[config.mk]
export PLATFORM = sky130hd
export DESIGN_NAME = spart_bus_ctrl
export DESIGN_NICKNAME = d
export VERILOG_FILES = /design/src/rtl/spart_pkg.sv /design/src/rtl/spart_baud_gen.sv /design/src/rtl/spart_bus_ctrl.sv
export SDC_FILE = /design/constraint.sdc
export NUM_CORES = 1
export LEC_CHECK = 0
export ABC_AREA = 1
export BUFFER_PORTS_ARGS = -buffer_cell sky130_fd_sc_hd__buf_4
export CORE_ASPECT_RATIO = 0.9
export CORE_UTILIZATION = 58
export DETAILED_ROUTE_END_ITERATION = 8
export GPL_TIMING_DRIVEN = 0
export HOLD_SLACK_MARGIN = 0.15
export PLACE_DENSITY_LB_ADDON = 0.12
export SETUP_SLACK_MARGIN = 0.15
export SYNTH_ARGS = -nofsm -noshare
export SYNTH_HDL_FRONTEND = slang
export SYNTH_SLANG_ARGS = --single-unit
[constraint.sdc]
create_clock -name clk -period 1.75 [get_ports clk]
set_clock_uncertainty 0.15 [all_clocks]
set_input_delay 0.175 -clock clk [delete_from_list [all_inputs] [get_ports clk]]
set_output_delay 0.175 -clock clk [all_outputs]
set_load 0.05 [all_outputs]
[src/rtl/spart_pkg.sv]
// Shared definitions for the SPART bus controller: register addresses,
// configuration-state encoding and a status-byte helper.
package spart_pkg;

    localparam int DIV_W_DEF = 16;

    localparam logic [1:0] ADDR_DATA = 2'b00;
    localparam logic [1:0] ADDR_STAT = 2'b01;
    localparam logic [1:0] ADDR_DBLO = 2'b10;
    localparam logic [1:0] ADDR_DBHI = 2'b11;

    // PEND_HI_RUN is "waiting for the high byte while the old divisor keeps ticking"
    typedef enum logic [1:0] {
        CFG_IDLE        = 2'b00,
        CFG_PEND_HI     = 2'b01,
        CFG_RUN         = 2'b10,
        CFG_PEND_HI_RUN = 2'b11
    } cfg_state_t;

    function automatic logic [7:0] status_byte(input logic tbr, input logic rda);
        return {6'b000000, tbr, rda};
    endfunction

endpackage

[src/rtl/spart_baud_gen.sv]
// Baud tick generator: emits a registered one-cycle Enable every div cycles
// while run is high; load restarts the count so the next edge ticks.
module spart_baud_gen
    import spart_pkg::*;
#(
    parameter int DIV_W = DIV_W_DEF
) (
    input  logic             clk,
    input  logic             rst,
    input  logic [DIV_W-1:0] div,
    input  logic             run,
    input  logic             load,
    output logic             Enable
);

    logic [DIV_W-1:0] cnt_q;
    logic [DIV_W-1:0] cnt_d;
    logic             enable_q;
    logic             enable_d;

    // Down-counter next state; divisors 0 and 1 both reload to 0 (tick every cycle)
    always_comb begin
        cnt_d    = cnt_q;
        enable_d = 1'b0;
        if (run) begin
            if (cnt_q == {DIV_W{1'b0}}) begin
                enable_d = 1'b1;
                cnt_d    = (div <= DIV_W'(1)) ? {DIV_W{1'b0}} : (div - DIV_W'(1));
            end else begin
                cnt_d = cnt_q - DIV_W'(1);
            end
        end else begin
            cnt_d = {DIV_W{1'b0}};
        end
        // A commit on the same edge as a tick restarts the count but keeps the tick
        if (load) begin
            cnt_d = {DIV_W{1'b0}};
        end else begin
            cnt_d = cnt_d;
        end
    end

    // Counter and tick registers
    always_ff @(posedge clk or negedge rst) begin
        if (!rst) begin
            cnt_q    <= {DIV_W{1'b0}};
            enable_q <= 1'b0;
        end else begin
            cnt_q    <= cnt_d;
            enable_q <= enable_d;
        end
    end

    assign Enable = enable_q;

endmodule

[src/rtl/spart_bus_ctrl.sv]
// SPART bus-side controller: register decode, read-data steering, TX/RX strobes
// and the divisor configuration FSM feeding the baud generator.
module spart_bus_ctrl
    import spart_pkg::*;
#(
    parameter int               DIV_W     = DIV_W_DEF,
    parameter logic [DIV_W-1:0] RESET_DIV = '0
) (
    input  logic       clk,
    input  logic       rst,
    input  logic       IOCS,
    input  logic       IORW,
    input  logic [1:0] IOADDR,
    input  logic [7:0] DATABUS_IN,
    output logic [7:0] DATABUS_OUT,
    output logic       DATABUS_OE,
    input  logic [7:0] RX_DATA,
    input  logic       RDA,
    input  logic       TBR,
    output logic [7:0] TX_DATA,
    output logic       TX_LOAD,
    output logic       RX_READ,
    output logic       Enable
);

    localparam cfg_state_t RST_STATE = (RESET_DIV == '0) ? CFG_IDLE : CFG_RUN;

    cfg_state_t       state_q, state_d;
    logic [DIV_W-1:0] div_q, div_d;
    logic [7:0]       div_lo_q, div_lo_d;
    logic [7:0]       tx_data_q, tx_data_d;

    logic        acc_rd_s, acc_wr_s;
    logic        wr_data_s, wr_dblo_s, wr_dbhi_s, rd_data_s;
    logic        run_s;
    logic [15:0] div_rd_s;
    logic [7:0]  rd_bus_s;

    assign acc_rd_s  = IOCS & IORW;
    assign acc_wr_s  = IOCS & ~IORW;
    assign wr_data_s = acc_wr_s & (IOADDR == ADDR_DATA);
    assign wr_dblo_s = acc_wr_s & (IOADDR == ADDR_DBLO);
    assign wr_dbhi_s = acc_wr_s & (IOADDR == ADDR_DBHI);
    assign rd_data_s = acc_rd_s & (IOADDR == ADDR_DATA);
    assign div_rd_s  = 16'(div_q);
    assign run_s     = (state_q == CFG_RUN) | (state_q == CFG_PEND_HI_RUN);

    // Read-data steering; the bus idles at zero when not being read
    always_comb begin
        rd_bus_s = 8'h00;
        if (acc_rd_s) begin
            case (IOADDR)
                ADDR_DATA: rd_bus_s = RX_DATA;
                ADDR_STAT: rd_bus_s = status_byte(TBR, RDA);
                ADDR_DBLO: rd_bus_s = div_rd_s[7:0];
                ADDR_DBHI: rd_bus_s = div_rd_s[15:8];
                default:   rd_bus_s = 8'h00;
            endcase
        end else begin
            rd_bus_s = 8'h00;
        end
    end

    // Config FSM and register next-state; the full divisor only changes on the high-byte write
    always_comb begin
        state_d   = state_q;
        div_d     = div_q;
        div_lo_d  = div_lo_q;
        tx_data_d = tx_data_q;
        if (wr_data_s) begin
            tx_data_d = DATABUS_IN;
        end else begin
            tx_data_d = tx_data_q;
        end
        if (wr_dblo_s) begin
            div_lo_d = DATABUS_IN;
            case (state_q)
                CFG_IDLE, CFG_PEND_HI:       state_d = CFG_PEND_HI;
                CFG_RUN, CFG_PEND_HI_RUN:    state_d = CFG_PEND_HI_RUN;
                default:                     state_d = CFG_IDLE;
            endcase
        end else if (wr_dbhi_s) begin
            div_d   = DIV_W'({DATABUS_IN, div_lo_q});
            state_d = CFG_RUN;
        end else begin
            state_d = state_q;
        end
    end

    // Configuration and transmit-data registers
    always_ff @(posedge clk or negedge rst) begin
        if (!rst) begin
            state_q   <= RST_STATE;
            div_q     <= RESET_DIV;
            div_lo_q  <= 8'h00;
            tx_data_q <= 8'h00;
        end else begin
            state_q   <= state_d;
            div_q     <= div_d;
            div_lo_q  <= div_lo_d;
            tx_data_q <= tx_data_d;
        end
    end

    spart_baud_gen #(.DIV_W(DIV_W)) u_baud (
        .clk    (clk),
        .rst    (rst),
        .div    (div_q),
        .run    (run_s),
        .load   (wr_dbhi_s),
        .Enable (Enable)
    );

    assign DATABUS_OUT = rd_bus_s;
    assign DATABUS_OE  = acc_rd_s;
    assign TX_DATA     = tx_data_q;
    assign TX_LOAD     = rst & wr_data_s;
    assign RX_READ     = rst & rd_data_s;

endmodule
==> results of run 1 <==
[cells by family after synthesis]
logic type / Yosys count
AOI/OAI and AO/OA: 63
adders and majority gates: 4
and+or+nand+nor: 230
xor gates and xnor gates: 13
buffers and inverters: 72
DFF: 50
[where the power goes]
part	switching, mW	internal (mW)
Clock	0.439	0.327
Sequential	0.353	1.48
Combinational	1.71	1.14
[sequential cells by signal (all words and copies together), names as in the netlist]
name and cells:
TX_DATA 8, div_lo_q 8, div_q 16, state_q 1, u_baud.Enable 1, u_baud.cnt_q 16
[critical path, stage by stage, from the launching register on]
cell and delay [ps]:
dfrtp_2 490, buf_12 150, nor2_4 130, nand2_1 90
nor2_2 160, nand2_1 110, nand2_1 130, nand3_2 120
nand2_2 110, inv_2 40, nor2_2 60
[synth_stat cells]
library cell / instances
a21oi_1: 11
a221oi_1: 2
and3_2: 1
buf_2: 3
buf_6: 1
clkbuf_1: 1
clkinv_1: 1
dfrtp_1: 50
ha_1: 4
inv_1: 59
inv_2: 6
inv_4: 1
nand2_1: 123
nand2_2: 4
nand2_4: 3
nand3_1: 29
nand3_2: 7
nand4_1: 3
nor2_1: 38
nor2_2: 10
nor2_4: 9
nor2_8: 1
nor3_1: 1
o211ai_1: 1
o21ai_0: 38
o21ai_1: 5
o21bai_1: 1
o221ai_1: 2
o22ai_1: 3
or2_1: 1
xnor2_1: 3
xor2_1: 10
[area by class of cell]
type / instances / share of cell area
clock buffers: 6 / 0.0191
repair buffers: 88 / 0.170
inverters: 67 / 0.0594
flip-flops and latches: 50 / 0.293
clock inverters: 2 / 0.00406
well taps: 67 / 0.0194
multi-input cells: 310 / 0.428
plain buffers: 5 / 0.00696
[through the flow]
| stage | TNS (ps) | hold WS, ps | util |
|---|---|---|---|
| final | -75.9 | -373 | 0.826 |
| after global routing | -130 | -328 | 0.826 |
| after CTS | 0 | -341 | 0.768 |
| after detailed placement | -13.1 | 97.4 | 0.681 |
| after global placement | -34.0 | 91.5 | 0.681 |
| after floorplan | 0 | -271 | - |
[layer usage]
| metal | global-route usage | part of all wire | vias to the layer above |
|---|---|---|---|
| met3 | 0.0650 | 0.089 | 41 |
| li1 | - | - | 1552 |
| met1 | 0.444 | 0.42 | 1560 |
| met5 | 0 | 0 | - |
| met2 | 0.513 | 0.47 | 201 |
| met4 | 0.0687 | 0.031 | 0 |
[worst min-delay path by stage]
stage	startpoint	end	slack, ps	depth (start not counted)
after floorplan	rst	TX_DATA[0]$_DFFE_PN0P_	-270	0
after global placement	rst	div_q[1]$_DFFE_PN0P_	90	1
after detailed placement	rst	div_q[1]$_DFFE_PN0P_	100	1
after CTS	rst	u_baud.cnt_q[15]$_DFF_PN0_	-340	1
after global routing	rst	div_q[2]$_DFFE_PN0P_	-330	1
final	rst	div_q[1]$_DFFE_PN0P_	-370	1
[repair_timing]
| action | in CTS | in global routing |
|---|---|---|
| hold endpoints to repair | 74 | 50 |
| pin swaps | 8 | 23 |
| cloned | 0 | 1 |
| resized for setup | 38 | 58 |
| setup buffers | 19 | 15 |
| endpoints found under the setup margin | 26 | 26 |
==> flow_summary.json, run 1 <==
{
  "numCtsBuffers": 5,
  "crit_path_start": "div_q[8]$_DFFE_PN0P_",
  "cp_max_fo": 4,
  "ys_types": 32,
  "status": "finished with violations",
  "dieWidth_um": 79.5,
  "post-route-cell-area_um2": 4320,
  "antenna_found_initial": 0,
  "hold_viol": 50,
  "cts_buffer_depth": 2,
  "p_leak_nw": 2.20,
  "fill_cells": 308,
  "period_share": 1.04,
  "placed_area_um2": 3560,
  "ys_top_cells_by_area": "dfrtp_1, nand2_1, inv_1",
  "multi_input_area_um2": 1850,
  "cts_tree": "yes",
  "syn_to_final_growth_pct": 37.5,
  "grt_pass1_wl_um": 13900,
  "r2r-start": "div_q[8]$_DFFE_PN0P_",
  "yosys.area.top_type": "dfrtp_1",
  "ant_nets": 0,
  "grt_start_max_net_pins": 52,
  "fin_ws_ps": -75.9,
  "vdd_drop_max_mv": 0.754,
  "syn_area_per_cell_um2": 7.26,
  "rsz0062_at_grt": "yes",
  "critPathCapture": "u_baud.cnt_q[13]$_DFF_PN0_",
  "regToRegEndpoint": "u_baud.cnt_q[13]$_DFF_PN0_",
  "violations": "hold timing, setup timing",
  "dp_cells": 542,
  "portBuffers": 43,
  "nNetsFinal": 555,
  "first_pass_iters": 5,
  "place_ws_ps": -13.1,
  "instances_no_fill": 595,
  "vias": 3354,
  "final_cell_mix": "nand2_1, buf_4, dfrtp_1, inv_1, o21ai_0",
  "cts_max_level": 2,
  "fmax_mhz": 548,
  "syn_nets": 460,
  "start_util": 0.601,
  "setup_viol": 1,
  "hold_buffers": 11,
  "final_common_cell": "nand2_1",
  "slew_viol_final": 0,
  "gr-usage-all-layers": 0.318,
  "clk_pin_slew_ps": 110,
  "diodes": 0,
  "r2r_cells": 10,
  "seq_area_frac_synth": 0.399,
  "regToRegSetupSlack_ps": -80,
  "synthMuxAreaShare": 0,
  "syn-cell-area_um2": 3140,
  "yosys_warnings": 0,
  "synth_compound_area_frac": 0.108,
  "min_path_type": "input pin to asynchronous set/reset pin",
  "crit_type": "flop to flop",
  "gp_congestion": 0.909,
  "start_kind": "flop",
  "row_count": 25,
  "drtIter0Drc": 243,
  "crit_arrival_ps": 1930,
  "report.power.total_mw": 5.45,
  "synth_top_family_by_area": "simple AND/OR/NAND/NOR gates",
  "die_h_um": 71.8,
  "tightest_slew_ps": 479,
  "pin_count": 44,
  "fin_crit_ps": 1830,
  "synth-adder-area-share": 0.0159,
  "ys_ff_latch": 50,
  "root_buffer": "clkbuf_8",
  "regArea_um2": 1260,
  "synthXorXnorAreaFrac": 0.0363,
  "crit_required_ps": 1860,
  "worstSetupEndpointType": "flop",
  "maxSlewHeadroom": 0.681,
  "syn_inst": 432,
  "clock_insertion_delay_worst_skew_ps": 320,
  "post_drt_wl_per_cell_um": 16.5,
  "routed_wl_um": 9820,
  "yosysTopAreaCellShare": 0.399,
  "vias_per_cell": 5.64,
  "drive_gt1_frac": 0.386,
  "clkSinkCount": 50,
  "drv_cap": 0,
  "coreArea_um2": 5220,
  "grt_overflow_total": 0,
  "first_global_vias": 2995,
  "pwr_density_cell_nw_per_um2": 1260,
  "drcViolationCount": 0,
  "die_area_um2": 5710,
  "yosys.area_share.simple": 0.350,
  "hold-worst-slack_ps": -373,
  "dp_hpwl_um": 5880
}
Note: power is estimated with default switching activity, not from simulation.
==> run 2, diff against run 1 <==
--- a/config.mk
+++ b/config.mk
@@ -5,10 +5,9 @@
 export SDC_FILE = /design/constraint.sdc
 export NUM_CORES = 1
 export LEC_CHECK = 0
-export ABC_AREA = 1
 export BUFFER_PORTS_ARGS = -buffer_cell sky130_fd_sc_hd__buf_4
 export CORE_ASPECT_RATIO = 0.9
-export CORE_UTILIZATION = 58
+export CORE_UTILIZATION = 56
 export DETAILED_ROUTE_END_ITERATION = 8
 export GPL_TIMING_DRIVEN = 0
 export HOLD_SLACK_MARGIN = 0.15
==> run 2 against run 1 <==
Effect of this change: the run still ends with hold timing, setup timing left; synthesized area decreased by 10%; setup slack got worse by 230 ps; sequential share of layout area increased by 1.3 points; clock-buffer cell count unchanged; final cell count decreased by 28%; register-to-register slack got worse by 230 ps; sequential power increased by 15%; maximum frequency decreased by 11%; wire length decreased by 9.9%.
==> flow_summary.json, run 2 <==
{
  "status": "finished with violations",
  "violations": "hold timing, setup timing",
  "drv_cap": 0,
  "root_buffer": "clkbuf_8",
  "switching_share": 0.424,
  "portBuffers": 43,
  "hold_buffers": 8,
  "p_seq_frac": 0.357,
  "pwr_density_cell_nw_per_um2": 1430,
  "vdd_drop_max_mv": 0.760,
  "synth_edf_count": 0,
  "pwr-share-comb": 0.528,
  "regToRegSetupSlack_ps": -300,
  "regToRegEndpoint": "u_baud.cnt_q[7]$_DFF_PN0_",
  "dp_hpwl_um": 4740,
  "yosysTopAreaCellShare": 0.445,
  "clkSinkCount": 50,
  "yosys.area.top_type": "dfrtp_1",
  "drive_gt1_frac": 0.571,
  "gr-usage-all-layers": 0.317,
  "cts_buffer_depth": 2,
  "period_share": 1.17,
  "post_drt_wl_per_cell_um": 20.5,
  "first_global_vias": 2633,
  "tightest_slew_ps": 664,
  "cts_max_level": 2,
  "crit_required_ps": 1780,
  "grt_start_max_net_pins": 53,
  "p_clk_frac": 0.115,
  "routed_wl_um": 8850,
  "gp_congestion": 0.900,
  "syn_nets": 291,
  "syn_area_per_cell_um2": 10.7,
  "slew_viol_final": 0,
  "first_pass_iters": 5,
  "grt_overflow_total": 0,
  "pin_count": 44,
  "p_int_mw": 3.41,
  "worstSetupEndpointType": "flop",
  "numCtsBuffers": 5,
  "die_h_um": 69.2,
  "fill_cells": 230,
  "final_cell_mix": "buf_4, dfrtp_1, mux2_2",
  "cts_tree": "yes",
  "crit_arrival_ps": 2090,
  "start_util": 0.581,
  "ys.flop_type": "dfrtp_1",
  "maxSlewHeadroom": 0.557,
  "ys_types": 41,
  "critPathCapture": "u_baud.cnt_q[7]$_DFF_PN0_",
  "ant_nets": 0,
  "place_ws_ps": -411,
  "yosys_warnings": 0,
  "row_count": 24,
  "rsz0062_at_grt": "yes",
  "synth-async-reset-ratio": 1.00,
  "clock_insertion_delay_worst_skew_ps": 310,
  "die_area_um2": 5300,
  "antenna_found_initial": 0,
  "switchingPower_mw": 2.51,
  "fin_ws_ps": -303,
  "syn_inst": 263,
  "drtIter0Drc": 296,
  "final_common_cell": "buf_4",
  "synth.most_common_cell": "dfrtp_1",
  "seq_area_frac_synth": 0.445,
  "gr-usage-met3": 0.0737,
  "start_kind": "flop",
  "instances_no_fill": 431,
  "cp_max_fo": 5,
  "p_leak_nw": 1.78,
  "hold_viol": 50,
  "ys_top_cells_by_area": "dfrtp_1, mux2_2, nor2_1",
  "syn-cell-area_um2": 2810,
  "vias": 2643,
  "busiest_layer": "met2",
  "r2r_cells": 6,
  "crit_type": "flop to flop",
  "coreArea_um2": 4830,
  "dieWidth_um": 76.7,
  "reg.largest.list": "div_q x16, u_baud.cnt_q x16",
  "vias_per_cell": 6.13,
  "clk_pin_slew_ps": 100,
  "met2_usage": 0.521,
  "gr-usage-met1": 0.408,
  "drcViolationCount": 0,
  "min_path_type": "input pin to asynchronous set/reset pin",
  "dp_cells": 371,
  "ys_ff_latch": 50,
  "fin_crit_ps": 2050,
  "syn_to_final_growth_pct": 47.8,
  "fmax_mhz": 487,
  "hold-worst-slack_ps": -368,
  "crit_path_start": "u_baud.cnt_q[2]$_DFF_PN0_",
  "grt_pass1_wl_um": 13000,
  "report.power.total_mw": 5.92,
  "synth_common_cells": "dfrtp_1, nor2_1, mux2_2",
  "setup_viol": 19,
  "nNetsFinal": 393,
  "diodes": 0,
  "r2r-start": "u_baud.cnt_q[2]$_DFF_PN0_"
}
-- run 2: stage by stage --
| stage | hold slack [ps] | util | area, µm² | TNS [ps] |
|---|---|---|---|---|
| finish | -368 | 0.858 | 4150 | -4410 |
| CTS | -336 | 0.824 | 3980 | -2570 |
| detailed placement | 92.3 | 0.690 | 3340 | -8770 |
| global placement | 89.1 | 0.690 | 3340 | -8320 |
| global route | -330 | 0.858 | 4150 | -6080 |
| floorplan | -271 | - | 2930 | -987 |
-- run 2: final cells by class --
class / count / area, µm² / area share
buffer: 10 / 70.1 / 0.0169
clock buffer: 6 / 72.6 / 0.0175
clock inverter: 2 / 15.0 / 0.00362
inverter: 7 / 26.3 / 0.00633
multi-input combinational: 196 / 1810 / 0.436
sequential: 50 / 1270 / 0.306
tap: 65 / 81.3 / 0.0196
timing repair buffer: 95 / 806 / 0.194
-- run 2: worst min path at each step --
stage | start | to | slack [ps] | cells past startpoint
6_report | rst | u_baud.cnt_q[12]$_DFF_PN0_ | -370 | 1
5_1_grt | rst | u_baud.cnt_q[12]$_DFF_PN0_ | -330 | 1
4_1_cts | rst | TX_DATA[6]$_DFFE_PN0P_ | -340 | 1
3_5_place_dp | rst | TX_DATA[2]$_DFFE_PN0P_ | 90 | 1
3_3_place_gp | rst | TX_DATA[1]$_DFFE_PN0P_ | 90 | 1
2_1_floorplan | rst | TX_DATA[0]$_DFFE_PN0P_ | -270 | 0
-- run 2: power groups by stage --
stage / registers, mW / logic, mW / clock network (mW)
after CTS: 2.08 / 2.66 / 0.679
after floorplan: 2.11 / 1.39 / 0
after global placement: 2.06 / 1.90 / 0
after global routing: 2.15 / 3.29 / 0.723
final: 2.11 / 3.13 / 0.680
after detailed placement: 2.09 / 1.95 / 0
-- run 2: worst max-delay path, cell delays in order, from the launching register on --
cell      delay [ps]
dfrtp_2          450
nor4_4           360
and2_4           200
nand4_1          230
clkbuf_8         260
a22oi_2          190
nor2_1            70
-- run 2: kinds of logic after synthesis --
group / share of synthesized area
xor+xnor: 0.0592
buf+inv: 0.0254
mux: 0.169
simple gates: 0.192
fa+ha+maj: 0.0178
compound gates: 0.0904
flops: 0.445
-- run 2: timing repair --
item | CTS | global route
setup endpoints to repair | 35 | 25
gates cloned | 2 | 0
buffers inserted | 28 | 14
pin swaps | 17 | 9
gates resized for setup | 63 | 15
endpoints found under the hold margin | 74 | 50
-- run 2: metal layers --
layer	wire length (µm)	up-vias
met5	0	-
met3	576	30
met1	3570	1326
met2	4500	134
li1	-	1153
met4	198	0
==> run 3, diff against run 2 <==
--- a/config.mk
+++ b/config.mk
@@ -7,11 +7,11 @@
 export LEC_CHECK = 0
 export BUFFER_PORTS_ARGS = -buffer_cell sky130_fd_sc_hd__buf_4
 export CORE_ASPECT_RATIO = 0.9
-export CORE_UTILIZATION = 56
+export CORE_UTILIZATION = 51
 export DETAILED_ROUTE_END_ITERATION = 8
 export GPL_TIMING_DRIVEN = 0
 export HOLD_SLACK_MARGIN = 0.15
-export PLACE_DENSITY_LB_ADDON = 0.12
+export PLACE_DENSITY = 0.76
 export SETUP_SLACK_MARGIN = 0.15
 export SYNTH_ARGS = -nofsm -noshare
 export SYNTH_HDL_FRONTEND = slang
==> constraint.sdc (replaced) <==
create_clock -name clk -period 1.8 [get_ports clk]
set_clock_uncertainty 0.15 [all_clocks]
set_input_delay 0.18 -clock clk [delete_from_list [all_inputs] [get_ports clk]]
set_output_delay 0.18 -clock clk [all_outputs]
set_load 0.05 [all_outputs]
==> run 3 against run 2 <==
Effect of this change: the flow still finishes with violations (hold timing, setup timing); total power decreased by 4.6%; non-clock buffer count shrank 3; hold slack better by 13 ps; cell area is 0.27% lower; sequential power fell by 4%; critical endpoint is now u_baud.cnt_q[11]$_DFF_PN0_.
==> flow_summary.json, run 3 (synthesized netlist as in run 2, its figures left out) <==
{
  "row_count": 25,
  "min_path_type": "input pin to asynchronous set/reset pin",
  "p_int_mw": 3.36,
  "path_delay_family": "simple AND/OR/NAND/NOR gates",
  "crit_arrival_ps": 2130,
  "gr-usage-all-layers": 0.305,
  "fmax_mhz": 490,
  "diodes": 0,
  "vias": 2468,
  "pin_count": 44,
  "violations": "hold timing, setup timing",
  "ant_nets": 0,
  "status": "finished with violations",
  "rsz0062_at_grt": "yes",
  "dp_cells": 373,
  "grt_pass1_wl_um": 13200,
  "critPathBufInv": 2,
  "fin_ws_ps": -241,
  "p_leak_nw": 1.79,
  "period_share": 1.13,
  "vdd_drop_max_mv": 1.01,
  "syn_to_final_growth_pct": 47.3,
  "regToRegSetupSlack_ps": -240,
  "start_util": 0.531,
  "antenna_found_initial": 0,
  "cts_buffer_depth": 2,
  "gp_congestion": 0.845,
  "hold_viol": 50,
  "tightest_slew_ps": 608,
  "vias_per_cell": 5.75,
  "clkSinkCount": 50,
  "numCtsBuffers": 5,
  "tns_ps": -3180,
  "dieWidth_um": 80.2,
  "cpPeakStageDelay_ps": 450,
  "regToRegEndpoint": "u_baud.cnt_q[11]$_DFF_PN0_",
  "p_seq_frac": 0.360,
  "slew_viol_final": 0,
  "regArea_um2": 1270,
  "hold-worst-slack_ps": -355,
  "post_drt_wl_per_cell_um": 18.8,
  "first_global_vias": 2653,
  "coreArea_um2": 5290,
  "clock_insertion_delay_worst_skew_ps": 310,
  "crit_type": "flop to flop",
  "die_area_um2": 5810,
  "switching_share": 0.404,
  "drive_gt1_frac": 0.555,
  "nNetsFinal": 390,
  "r2r_cells": 7,
  "first_pass_iters": 4,
  "r2r-start": "u_baud.cnt_q[3]$_DFF_PN0_",
  "start_kind": "flop",
  "final_cell_mix": "buf_4, dfrtp_1, mux2_2",
  "fill_cells": 314,
  "switchingPower_mw": 2.28,
  "dp_hpwl_um": 4830,
  "p_clk_frac": 0.141,
  "die_h_um": 72.4,
  "drtIter0Drc": 120,
  "multi_input_area_um2": 1790,
  "pwr-share-comb": 0.499,
  "maxSlewHeadroom": 0.595,
  "worstSetupEndpointType": "flop",
  "routed_wl_um": 8070,
  "drv_cap": 0,
  "setup_viol": 19,
  "cts_max_level": 2,
  "cts_tree": "yes",
  "reg.largest.list": "div_q x16, u_baud.cnt_q x16",
  "pwr_density_cell_nw_per_um2": 1360,
  "crit_chain": "nor4_4, nand4_4, a311oi_4, buf_4, buf_6, a22oi_2, nor2_1",
  "cp_max_fo": 5,
  "critPathSlowestCell": "dfrtp_2",
  "final_common_cell": "buf_4",
  "crit_required_ps": 1890,
  "grt_start_max_net_pins": 53,
  "grt_overflow_total": 0,
  "root_buffer": "clkbuf_8",
  "fin_crit_ps": 2040,
  "hold_buffers": 8,
  "portBuffers": 43,
  "clk_pin_slew_ps": 100,
  "drcViolationCount": 0,
  "instances_no_fill": 429
}
==> run 3: worst reg2reg max path, cell delays in order (launching register included) <==
cell	delay [ps]
dfrtp_2	450
nor4_4	350
nand4_4	170
a311oi_4	410
buf_4	180
buf_6	120
a22oi_2	50
nor2_1	90
==> run 3: worst max path at each step <==
| stage | startpoint | endpoint | slack [ps] | cells past startpoint |
|---|---|---|---|---|
| after floorplan | IORW | RX_READ | -80 | 2 |
| after global placement | u_baud.cnt_q[9]$_DFF_PN0_ | u_baud.cnt_q[13]$_DFF_PN0_ | -320 | 6 |
| after detailed placement | u_baud.cnt_q[9]$_DFF_PN0_ | u_baud.cnt_q[13]$_DFF_PN0_ | -380 | 6 |
| after CTS | u_baud.cnt_q[2]$_DFF_PN0_ | u_baud.cnt_q[9]$_DFF_PN0_ | -160 | 6 |
| after global routing | u_baud.cnt_q[3]$_DFF_PN0_ | u_baud.cnt_q[9]$_DFF_PN0_ | -300 | 6 |
| final | u_baud.cnt_q[3]$_DFF_PN0_ | u_baud.cnt_q[11]$_DFF_PN0_ | -240 | 7 |
==> run 3: repair_timing <==
action                     4_1_cts  5_1_grt
setup endpoints to repair       27       25
hold endpoints to repair        74       50
buffers inserted                25       14
pin swaps                       11       12
cloned                           2        0
gates resized for setup         56       22
==> run 3: per-stage QoR <==
stage	worst slack [ps]	util	power, mW	cell area, µm²
after floorplan	-77.2	-	3.45	2960
after global placement	-319	0.636	3.89	3360
final	-241	0.783	5.64	4140
after CTS	-157	0.751	5.30	3970
after global routing	-298	0.783	5.96	4140
after detailed placement	-382	0.636	3.98	3360
==> run 3: cell type report <==
type | instances | area share
inverters | 7 | 0.00635
clock buffers | 5 | 0.0166
repair buffers | 92 | 0.191
multi-input cells | 196 | 0.432
clock inverters | 2 | 0.00937
plain buffers | 10 | 0.0181
well taps | 67 | 0.0203
flip-flops and latches | 50 | 0.306
==> run 3: metal layers <==
layer / wire (µm) / track usage / vias to the layer above / share of wire
met5: 0 / 0 / - / 0
met4: 202 / 0.109 / 0 / 0.025
met3: 391 / 0.0642 / 23 / 0.048
met2: 4210 / 0.542 / 90 / 0.52
met1: 3270 / 0.367 / 1205 / 0.41
li1: - / - / 1150 / -
==> run 3: power groups by stage <==
stage               registers (mW)  logic (mW)  clock network, mW
finish                        2.03        2.82              0.797
global route                  2.08        3.04              0.845
CTS                           2.02        2.49              0.800
detailed placement            2.03        1.95                  0
global placement              2.00        1.89                  0
floorplan                     2.05        1.40                  0
